## src/rtl/whack_pkg.sv

```systemverilog
// Shared types and constants for the mole round logic.
// Holds the FSM state enum, LFSR geometry/taps and the round-counter ceiling.
package whack_pkg;

  typedef enum logic [1:0] {
    IDLE,
    GAP,
    UP
  } state_t;

  localparam int LFSR_W = 8;
  // Fibonacci taps for x^8+x^6+x^5+x^4+1, shifting toward the MSB
  localparam logic [LFSR_W-1:0] LFSR_TAPS = 8'b1011_1000;
  localparam logic [7:0] ROUNDS_MAX = 8'd255;

  function automatic logic [LFSR_W-1:0] lfsr_step(input logic [LFSR_W-1:0] v);
    return {v[LFSR_W-2:0], ^(v & LFSR_TAPS)};
  endfunction

endpackage

```

## src/rtl/mole_hit_unit_if.sv

```systemverilog
// Game control in, mole state and judgement pulses out.
// master drives start/stop/keys; slave is the mole unit.
interface mole_hit_unit_if #(
  parameter int NUM_HOLES = 4
) ();

  logic                         start;
  logic                         stop;
  logic [NUM_HOLES-1:0]         keys;
  logic [$clog2(NUM_HOLES)-1:0] mole_pos;
  logic                         mole_valid;
  logic                         hit;
  logic                         miss;
  logic [7:0]                   rounds;

  modport master (
    output start, stop, keys,
    input  mole_pos, mole_valid, hit, miss, rounds
  );

  modport slave (
    input  start, stop, keys,
    output mole_pos, mole_valid, hit, miss, rounds
  );

endinterface

```

## src/rtl/key_sync_edge.sv

```systemverilog
// Per-key 2-flop synchronizer followed by a registered rising-edge pulse.
// Latency: raw key sampled at edge N gives kedge high after edge N+2.
module key_sync_edge #(
  parameter int WIDTH = 4
) (
  input  logic             clk,
  input  logic             rst_n,
  input  logic [WIDTH-1:0] keys,
  output logic [WIDTH-1:0] kedge
);

  logic [WIDTH-1:0] sync1;
  logic [WIDTH-1:0] sync2;
  logic [WIDTH-1:0] prev;

  always_ff @(posedge clk or negedge rst_n) begin
    if (!rst_n) begin
      sync1 <= '0;
      sync2 <= '0;
      prev  <= '0;
      kedge <= '0;
    end else begin
      sync1 <= keys;
      sync2 <= sync1;
      prev  <= sync2;
      kedge <= sync2 & ~prev;
    end
  end

endmodule

```

## src/rtl/mole_hit_unit.sv

```systemverilog
// Runs mole rounds: gap, raise a mole in a pseudo-random hole, judge keys into hit/miss pulses.
// hit/miss are registered one cycle after the key edge; stop overrides everything and returns to IDLE.
module mole_hit_unit
  import whack_pkg::*;
#(
  parameter int                NUM_HOLES   = 4,
  parameter int                MOLE_CYCLES = 50_000_000,
  parameter int                GAP_CYCLES  = 12_500_000,
  parameter logic [LFSR_W-1:0] LFSR_SEED   = 8'hA5
) (
  input logic            clk,
  input logic            Resetn,
  mole_hit_unit_if.slave bus
);

  localparam int POS_W   = $clog2(NUM_HOLES);
  localparam int CNT_MAX = (MOLE_CYCLES > GAP_CYCLES) ? MOLE_CYCLES : GAP_CYCLES;
  localparam int CNT_W   = $clog2(CNT_MAX + 1);
  localparam logic [CNT_W-1:0] MOLE_LAST = CNT_W'(MOLE_CYCLES - 1);
  localparam logic [CNT_W-1:0] GAP_LAST  = CNT_W'(GAP_CYCLES - 1);

  state_t               state;
  logic [CNT_W-1:0]     cnt;
  logic [LFSR_W-1:0]    lfsr;
  logic [POS_W-1:0]     mole_pos;
  logic [POS_W-1:0]     next_pos;
  logic                 mole_valid;
  logic                 hit;
  logic                 miss;
  logic [7:0]           rounds;
  logic [NUM_HOLES-1:0] kedge;
  logic                 correct_key;
  logic                 wrong_key;

  key_sync_edge #(
    .WIDTH(NUM_HOLES)
  ) u_key_sync_edge (
    .clk  (clk),
    .rst_n(Resetn),
    .keys (bus.keys),
    .kedge(kedge)
  );

  always_ff @(posedge clk or negedge Resetn) begin
    if (!Resetn) begin
      lfsr <= LFSR_SEED;
    end else begin
      lfsr <= lfsr_step(lfsr);
    end
  end

  // Never raise two moles in a row in the same hole
  always_comb begin
    next_pos = lfsr[POS_W-1:0];
    if (next_pos == mole_pos) begin
      next_pos = next_pos + 1'b1;
    end
  end

  assign correct_key = kedge[mole_pos];
  assign wrong_key   = |(kedge & ~(NUM_HOLES'(1) << mole_pos));

  always_ff @(posedge clk or negedge Resetn) begin
    if (!Resetn) begin
      state      <= IDLE;
      cnt        <= '0;
      mole_pos   <= '0;
      mole_valid <= 1'b0;
      hit        <= 1'b0;
      miss       <= 1'b0;
      rounds     <= '0;
    end else begin
      hit  <= 1'b0;
      miss <= 1'b0;
      if (bus.stop) begin
        state      <= IDLE;
        mole_valid <= 1'b0;
        cnt        <= '0;
      end else begin
        case (state)
          IDLE: begin
            mole_valid <= 1'b0;
            if (bus.start) begin
              rounds <= '0;
              cnt    <= '0;
              state  <= GAP;
            end
          end
          GAP: begin
            if (cnt == GAP_LAST) begin
              cnt        <= '0;
              state      <= UP;
              mole_valid <= 1'b1;
              mole_pos   <= next_pos;
              if (rounds != ROUNDS_MAX) begin
                rounds <= rounds + 1'b1;
              end
            end else begin
              cnt <= cnt + 1'b1;
            end
          end
          UP: begin
            if (correct_key) begin
              hit        <= 1'b1;
              mole_valid <= 1'b0;
              cnt        <= '0;
              state      <= GAP;
            end else if (wrong_key) begin
              // Wrong key outranks timeout: the timer holds so the timeout still fires next cycle
              miss <= 1'b1;
            end else if (cnt == MOLE_LAST) begin
              miss       <= 1'b1;
              mole_valid <= 1'b0;
              cnt        <= '0;
              state      <= GAP;
            end else begin
              cnt <= cnt + 1'b1;
            end
          end
          default: begin
            state      <= IDLE;
            mole_valid <= 1'b0;
            cnt        <= '0;
          end
        endcase
      end
    end
  end

  assign bus.mole_pos   = mole_pos;
  assign bus.mole_valid = mole_valid;
  assign bus.hit        = hit;
  assign bus.miss       = miss;
  assign bus.rounds     = rounds;

endmodule

```

## src/flat_wrapper.sv

```systemverilog
// flat-port wrapper written by rule: the top's interface ports become plain ports
module mole_hit_unit_flat import whack_pkg::*;
#(
  parameter int                NUM_HOLES   = 4,
  parameter int                MOLE_CYCLES = 50_000_000,
  parameter int                GAP_CYCLES  = 12_500_000,
  parameter logic [LFSR_W-1:0] LFSR_SEED   = 8'hA5
)
  (clk, Resetn, bus_start, bus_stop, bus_keys, bus_mole_pos, bus_mole_valid, bus_hit, bus_miss, bus_rounds);
  mole_hit_unit_if #(.NUM_HOLES(NUM_HOLES)) bus_i ();
  input logic clk;
  input logic Resetn;
  input wire logic [$bits(bus_i.start)-1:0] bus_start;
  input wire logic [$bits(bus_i.stop)-1:0] bus_stop;
  input wire logic [$bits(bus_i.keys)-1:0] bus_keys;
  output wire logic [$bits(bus_i.mole_pos)-1:0] bus_mole_pos;
  output wire logic [$bits(bus_i.mole_valid)-1:0] bus_mole_valid;
  output wire logic [$bits(bus_i.hit)-1:0] bus_hit;
  output wire logic [$bits(bus_i.miss)-1:0] bus_miss;
  output wire logic [$bits(bus_i.rounds)-1:0] bus_rounds;
  assign bus_i.start = bus_start;
  assign bus_i.stop = bus_stop;
  assign bus_i.keys = bus_keys;
  assign bus_mole_pos = bus_i.mole_pos;
  assign bus_mole_valid = bus_i.mole_valid;
  assign bus_hit = bus_i.hit;
  assign bus_miss = bus_i.miss;
  assign bus_rounds = bus_i.rounds;
  mole_hit_unit #(.NUM_HOLES(NUM_HOLES), .MOLE_CYCLES(MOLE_CYCLES), .GAP_CYCLES(GAP_CYCLES), .LFSR_SEED(LFSR_SEED)) u_core (.clk(clk), .Resetn(Resetn), .bus(bus_i));
endmodule
```

## config.mk

```make
export PLATFORM = sky130hd
export DESIGN_NAME = mole_hit_unit_flat
export DESIGN_NICKNAME = d
export VERILOG_FILES = /design/src/rtl/whack_pkg.sv /design/src/rtl/mole_hit_unit_if.sv /design/src/rtl/key_sync_edge.sv /design/src/rtl/mole_hit_unit.sv /design/src/flat_wrapper.sv
export SDC_FILE = /design/constraint.sdc
export NUM_CORES = 1
export LEC_CHECK = 0
export ABC_AREA = 1
export CAP_MARGIN = 10
export CORE_AREA = 2 2 82 84
export CTS_CLUSTER_SIZE = 12
export DETAILED_ROUTE_END_ITERATION = 6
export DIE_AREA = 0 0 84 86
export PLACE_DENSITY = 0.76
export SLEW_MARGIN = 20
export SYNTH_ARGS = -nofsm -noshare
export SYNTH_HDL_FRONTEND = slang
export SYNTH_SLANG_ARGS = --single-unit
```

## constraint.sdc

```tcl
create_clock -name clk -period 2 [get_ports clk]
set_input_delay 0.3 -clock clk [delete_from_list [all_inputs] [get_ports clk]]
set_output_delay 0.3 -clock clk [all_outputs]
set_load 0.005 [all_outputs]
```

# --- After elaboration in Yosys (flattened, before gate mapping) ---
# Index checks and enable logic that the tools add are counted.
word_totals:
  reg_bits: 65
  latchBits: 0
  ramBits: 0
  mem_bits_ro: 0
  in_bits: 8
  output_inout_bits: 13
  wordCells: 79
  mem_count: 0
op_classes:
  n_addsub: 3
  n_mul: 0
  div: 0
  magnitude_cmp: 1
  eq_ne: 13
  shifts: 1
  n_mux: 35
  n_bitwise: 5
  reduce_logical: 9
op_table:
  columns: ["operator", "n"]
  rows:
  - ["two-way mux 26 bit", 6]
  - ["case mux 26 bit (3 select lines)", 1]
  - ["adder 26 x 1 -> 26 bit, second input constant", 1]
  - ["== test 26 x 24 -> 1 bit, second input constant", 1]
  - ["== test 26 bit, second input constant", 1]
  - ["two-way mux 8 bit", 3]
  - ["case mux 8 bit (2 select lines)", 1]
  - ["two-way mux 1 bit", 14]
  - ["two-way mux 2 bit", 7]
  - ["adder 8 x 1 -> 8 bit, second input constant", 1]
  - ["AND 4 bit", 2]
  - ["!= test 8 bit, second input constant", 1]
  - ["NOT 4 bit", 2]
  - ["parity 8 bit", 1]
  - ["case mux 2 bit (3 select lines)", 1]
  - ["AND reduction 3 bit", 2]
  - ["AND reduction 5 bit", 1]
  - ["!= test 2 x 1 -> 1 bit, second input constant", 2]
  - ["!= test 4 x 2 -> 1 bit, second input constant", 1]
  - ["!= test 4 x 3 -> 1 bit, second input constant", 1]
  - ["AND reduction 4 bit", 1]
  - ["OR reduction 4 bit", 1]
  - ["left shift 1 x 2 -> 4 bit, first input constant", 1]
  - ["< comparator 2 x 3 -> 1 bit, second input constant", 1]
  - ["other kinds (13)", 13]

# --- Longest topological paths before layout ---
logic_depth:
  ltp_word: 8
  ltp_mapped: 13
  ltp_nobuf: 13

# --- By module ---
# From an unflattened synthesis, not the netlist that was laid out.
unflattened:
  cells_unflattened: 455
  hier_area_um2: 3548.4
modules_own_cells:
  columns: ["mod", "instances", "cells_per_inst", "area_each_um2", "seq_area_each_um2"]
  rows:
  - ["mole_hit_unit", 1, 431, 3108.0, 1231.2]
  - ["key_sync_edge", 1, 24, 440.4, 400.4]

# --- Worst setup path before layout ---
# Ideal clock, no wire load.
synth_path:
  path_kind: "register -> register"
  startpoint: "register u_core.cnt[0]"
  endpoint: "register u_core.rounds[5], in the netlist u_core.bus.rounds[5]"
  setup_time_ns: 0.132
  arrival_ns: 1.544
  required_time_ns: 1.868
  setup_slack_ns: 0.324
  path_stages_with_launch: 12
  path_buffers: 1
  synth_period_minus_slack_ns: 1.676
  path_cell_list: "dfrtp_1 -> ha_1 -> nand2_2 -> nor2_4 -> nand2_2 -> nor2_2 -> nand2_2 -> nand2_4 -> o2111ai_4 -> buf_6 -> nand2_2 -> o21ai_2"
synth_via:
  elab_chain_cells: 3
synth_lines:
  columns: ["item", "line", "text"]
  rows:
  - ["start, declared", "mole_hit_unit.sv:23", "logic [CNT_W-1:0] cnt;"]
  - ["start signal, assigned", "mole_hit_unit.sv:99", "cnt <= cnt + 1'b1;"]
  - ["start signal, assigned", "mole_hit_unit.sv:117", "cnt <= cnt + 1'b1;"]
  - ["== test 26 x 24 -> 1 bit", "mole_hit_unit.sv:90", "if (cnt == GAP_LAST) begin"]
  - ["!= test 2 x 1 -> 1 bit (no line)", null, null]
  - ["AND reduction 5 bit (no line)", null, null]
  - ["end signal, assigned", "mole_hit_unit.sv:96", "rounds <= rounds + 1'b1;"]
  - ["end, declared", "mole_hit_unit.sv:30", "logic [7:0] rounds;"]
# Every way passes these cells.
# A chain may end at the register's enable or synchronous reset.

# --- Worst setup path after layout ---
layout_path:
  startpoint: "register u_core.cnt[0]"
  endpoint: "register u_core.mole_valid, in the netlist u_core.bus.mole_valid"
layout_via:
  elab_chain_cells: 3
  word_cells_on_any_way: 5
  cone_classes: "4 x eq/ne; 1 x reduce/logical"
layout_lines:
  columns: ["item", "line", "text"]
  rows:
  - ["== test 26 bit or == test 26 x 24 -> 1 bit (tied branches)", "mole_hit_unit.sv:111, mole_hit_unit.sv:90", null]
  - ["!= test 4 x 2 -> 1 bit (no line) or != test 3 x 2 -> 1 bit (tied branches)", null, null]
  - ["AND reduction 3 bit (no line) *", null, null]
  - ["end signal, assigned", "mole_hit_unit.sv:105", "mole_valid <= 1'b0;"]
  - ["end signal, assigned", "mole_hit_unit.sv:113", "mole_valid <= 1'b0;"]
  - ["end signal, assigned", "mole_hit_unit.sv:122", "mole_valid <= 1'b0;"]
  - ["end, declared", "mole_hit_unit.sv:27", "logic mole_valid;"]
# Every way passes the cells marked *; elsewhere a longest branch is shown, timed or not.

==> results.txt <==
The per-cell routed wire length is 14.72 µm. The instance count of the mapped netlist is 472. The via count of the first global-routing pass was 3081. The congestion estimate from routability-driven global placement came to 0.9854. The distinct cell type count of the synthesized netlist is 36.

The final setup violation count is 0. Of the total synthesized cell area, the portion taken by full adders, half adders and majority gates is 0.02031. The insertion delay of the later-clocked pin in the worst-skew pair is 0.35 ns. The synthesized design spends more area on one cell type than any other, namely sky130_fd_sc_hd__dfrtp_1.

Entering global routing, the biggest net connects 66 pins. At the worst endpoint, the required time is 2.24 ns. The worst pin sits at a relative slew slack of 0.7015. The overall power after layout is 0.003775 W.

After synthesis, the cell types taking the most area are sky130_fd_sc_hd__dfrtp_1 (41%), sky130_fd_sc_hd__nand2_1 (13%), sky130_fd_sc_hd__nor2_1 (5.9%), sky130_fd_sc_hd__inv_1 (5.8%), sky130_fd_sc_hd__nand3_1 (4.1%). The overall global routing resource usage is 0.2702. Max-cap violations in this run came to 0. For the final database, setup skew stands at 0.007586 ns. The HPWL after detailed placement is 6663 µm. The die covers 7224 µm².

Setup repair after global routing left no endpoint under its margin. The global route total overflow came out at 0. The final layout contains 537 nets. The first global-routing pass estimated 15280 µm of wire.

The biggest fanout along the worst timing path is 6. The number of buffers added by the clock tree synthesis step is 9. 0 antenna diodes ended up in the layout.

In this run the tool buffered the top-level ports with 20 buffer cells. From bottom edge to top edge, the die measures 86 µm. The areal power density over the cells came out at 861.9 nW/µm².

The leakage power came out at 2.030 nW. Tracing the worst setup path back leads to its startpoint at u_core.cnt[0]. The synthesized-area fraction occupied by ao, oa, aoi and oai cells came out at 0.08362. The slew at the pin with the worst max-slew slack came out at 0.4444 ns. The clock tree root buffer cell is sky130_fd_sc_hd__clkbuf_8. The total clock sinks came out at 65. The synthesized netlist occupies a cell area of 3696 µm². The core area came out at 6277 µm². The reg-to-reg critical path startpoint is u_core.cnt[0]. The number of max-slew violations in the final report is 0. The average instance in the mapped netlist occupies 7.831 µm². The clock-pin slew reported for the worst setup and hold paths after clock tree synthesis is 0.08 ns. The critical path arrival is 2.12 ns.

Summing over every cut layer, the via total after detailed routing is 3226. The setup path with the least slack is of type flip-flop to flip-flop. The Yosys warning count came out at 0. STA classifies the critical path endpoint as a flip-flop. The post-synth net total is 486. The run finished with clean final reports. Of the post-synthesis cell area, the dominant cell type holds 0.4130. The number of remaining DRC errors is 0.

The startpoint identified for the worst hold timing path is u_core.u_key_sync_edge.sync1[3]. The width of the chip came out at 84 µm. The relative area change from synthesis to final layout came out at 18.52%. The initial cell density of the core came out at 0.5888. The number of antenna violations at the first check in global routing came out at 0. TritonCTS built the clock tree. The number of I/O pins is 21. The simple logic cell fraction of the synthesized area came out at 0.3345. The number of nets with antenna violations after routing came out at 0. The post-detailed-routing wire length came out at 8904 µm. The sequential share of the synthesized area is 0.4414. The min-delay analysis places its worst path in the category flip-flop to flip-flop.

The via density per instance came out at 5.332. The number of detailed-routing iterations run before antenna repair came out at 5. The hold violation total from the final report came to 0. The final non-filler cell total came out at 605.

The number of flip-flops and latches in the synthesized netlist is 65. After synthesis, the largest family of logic cells by area is simple AND/OR/NAND/NOR gates. The number of DRC markers in iteration 0 is 239. The part of the cycle the worst path needs is 0.9392. The maximum clock insertion buffer count came out at 2. The mux contribution to synthesized area came out at 0.005416. The level count of the clock H-tree is 3.

Including well taps, the total number of placed cells is 586. The worst path in the final design needs a cycle of 1.878 ns, including I/O delays and setup. Static timing analysis puts the maximum clock frequency at 0.5324 GHz. The worst IR drop on VDD is 0.6181 mV.

The number of rows in the core area came out at 29. STA classifies the critical path startpoint as a flip-flop. The fraction of final layout cells sized beyond drive strength 1 is 0.1818. The XOR/XNOR share of the synthesized area came out at 0.03081. The total of fill cells in the finished design is 504.
[placed cells by master, fill, tap and decap left out, drive strengths merged, types with 3 or more instances in the layout]
cell type / Yosys / final
inv: 63 / 66
xnor2: 5 / 5
buf: 6 / 27
or2: 4 / 4
o21ai: 29 / 29
clkdlybuf4s50: 0 / 19
nand3b: 3 / 3
nand4: 15 / 15
nor2: 66 / 66
dfstp: 4 / 4
nand3: 36 / 36
nor3: 6 / 6
a21oi: 7 / 7
xor2: 8 / 8
nand2: 140 / 140
clkbuf: 1 / 10
dfrtp: 61 / 61
ha: 6 / 6
[layout make-up]
cell class	count	area, µm²	share of cell area
clock inverter	6	72.57	0.01657
sequential	65	1633	0.3728
timing repair buffer	47	437.9	0.09997
multi-input combinational	337	1767	0.4033
inverter	63	236.5	0.05398
clock buffer	10	137.6	0.03142
tap	77	96.34	0.02199
[per-stage QoR]
stage | setup slack [ns] | area (µm²) | hold WS [ns] | utilization | setup TNS (ns)
after global routing | 0.007131 | 4380 | 0.3653 | 0.6978 | 0
after floorplan | 0.3240 | 3696 | 0.004409 | - | 0
after CTS | 0.0001190 | 4352 | 0.3545 | 0.6932 | 0
after detailed placement | -0.05654 | 4131 | 0.3322 | 0.6582 | -0.1775
final | 0.1216 | 4380 | 0.3538 | 0.6978 | 0
after global placement | 0.03060 | 4131 | 0.3326 | 0.6582 | 0
[logic make-up after synthesis]
family | Yosys count
buffers and inverters | 70
and+or+nand+nor | 271
muxes | 2
AOI/OAI and AO/OA | 45
DFF | 65
xor gates and xnor gates | 13
adders and majority gates | 6
[final timing paths]
path | cells past startpoint | end | slack [ns]
max in group asynchronous | 3 | u_core.lfsr[7] | 1.20
max | 10 | u_core.bus.mole_valid | 0.12
min | 0 | u_core.u_key_sync_edge.sync2[3] | 0.35
min in group asynchronous | 3 | u_core.bus.rounds[5] | 0.48
max reg2reg | 10 | u_core.bus.mole_valid | 0.12
min reg2reg | 0 | u_core.u_key_sync_edge.sync2[3] | 0.35
[sequential cells by signal, indices dropped and copies added (netlist names), 4 cells and up]
name                          count
u_core.cnt                       26
u_core.u_key_sync_edge.sync1      4
u_core.u_key_sync_edge.prev       4
u_core.u_key_sync_edge.sync2      4
u_core.lfsr                       8
u_core.bus.rounds                 8
u_core.u_key_sync_edge.kedge      4
[power by group]
part / leakage (nW) / internal (W) / switching (W) / total [W]
clock network: 0.104 / 0.000625 / 0.000556 / 0.00118
registers: 0.849 / 0.00138 / 0.0000615 / 0.00144
logic: 1.08 / 0.000445 / 0.000705 / 0.00115
total: 2.03 / 0.00245 / 0.00132 / 0.00378
[what timing repair did]
| item | 4_1_cts | 5_1_grt |
|---|---|---|
| hold endpoints to repair | 61 | 0 |
| resized for setup | 0 | 4 |
| hold buffers | 1 | 0 |
| buffers inserted | 0 | 2 |
| endpoints found under the setup margin | 0 | 21 |
[worst max-delay path: stages (launching register included)]
cell and delay [ns]:
sky130_fd_sc_hd__dfrtp_1 0.41, sky130_fd_sc_hd__ha_2 0.23, sky130_fd_sc_hd__nand2_2 0.10, sky130_fd_sc_hd__nor2_4 0.16
sky130_fd_sc_hd__nand2_1 0.13, sky130_fd_sc_hd__nor2_1 0.19, sky130_fd_sc_hd__nand4_1 0.15, sky130_fd_sc_hd__nand2_1 0.20
sky130_fd_sc_hd__nand3_1 0.09, sky130_fd_sc_hd__nand2_1 0.07, sky130_fd_sc_hd__nand2_1 0.05
[routing by layer]
layer / wire length [µm] / part of all wire / vias to the layer above / track usage
met1: 4228 / 0.47 / 1509 / 0.3879
met5: 0 / 0 / - / 0
met3: 576 / 0.065 / 11 / 0.05679
li1: - / - / 1595 / -
met2: 3996 / 0.45 / 111 / 0.4138
met4: 102 / 0.011 / 0 / 0.08651
[synthesized netlist by cell type, drive strengths merged]
master and instances:
a21boi 2, a21oi 7, a31o 1, buf 6, clkbuf 1, dfrtp 61, dfstp 4, ha 6
inv 63, mux2i 2, nand2 140, nand3 36, nand3b 3, nand4 15, nor2 66, nor3 6
nor4 1, o2111ai 1, o21a 1, o21ai 29, o21bai 2, o22ai 1, o311ai 1, or2 4
xnor2 5, xor2 8
No activity file was read; power rests on OpenSTA's default activity.
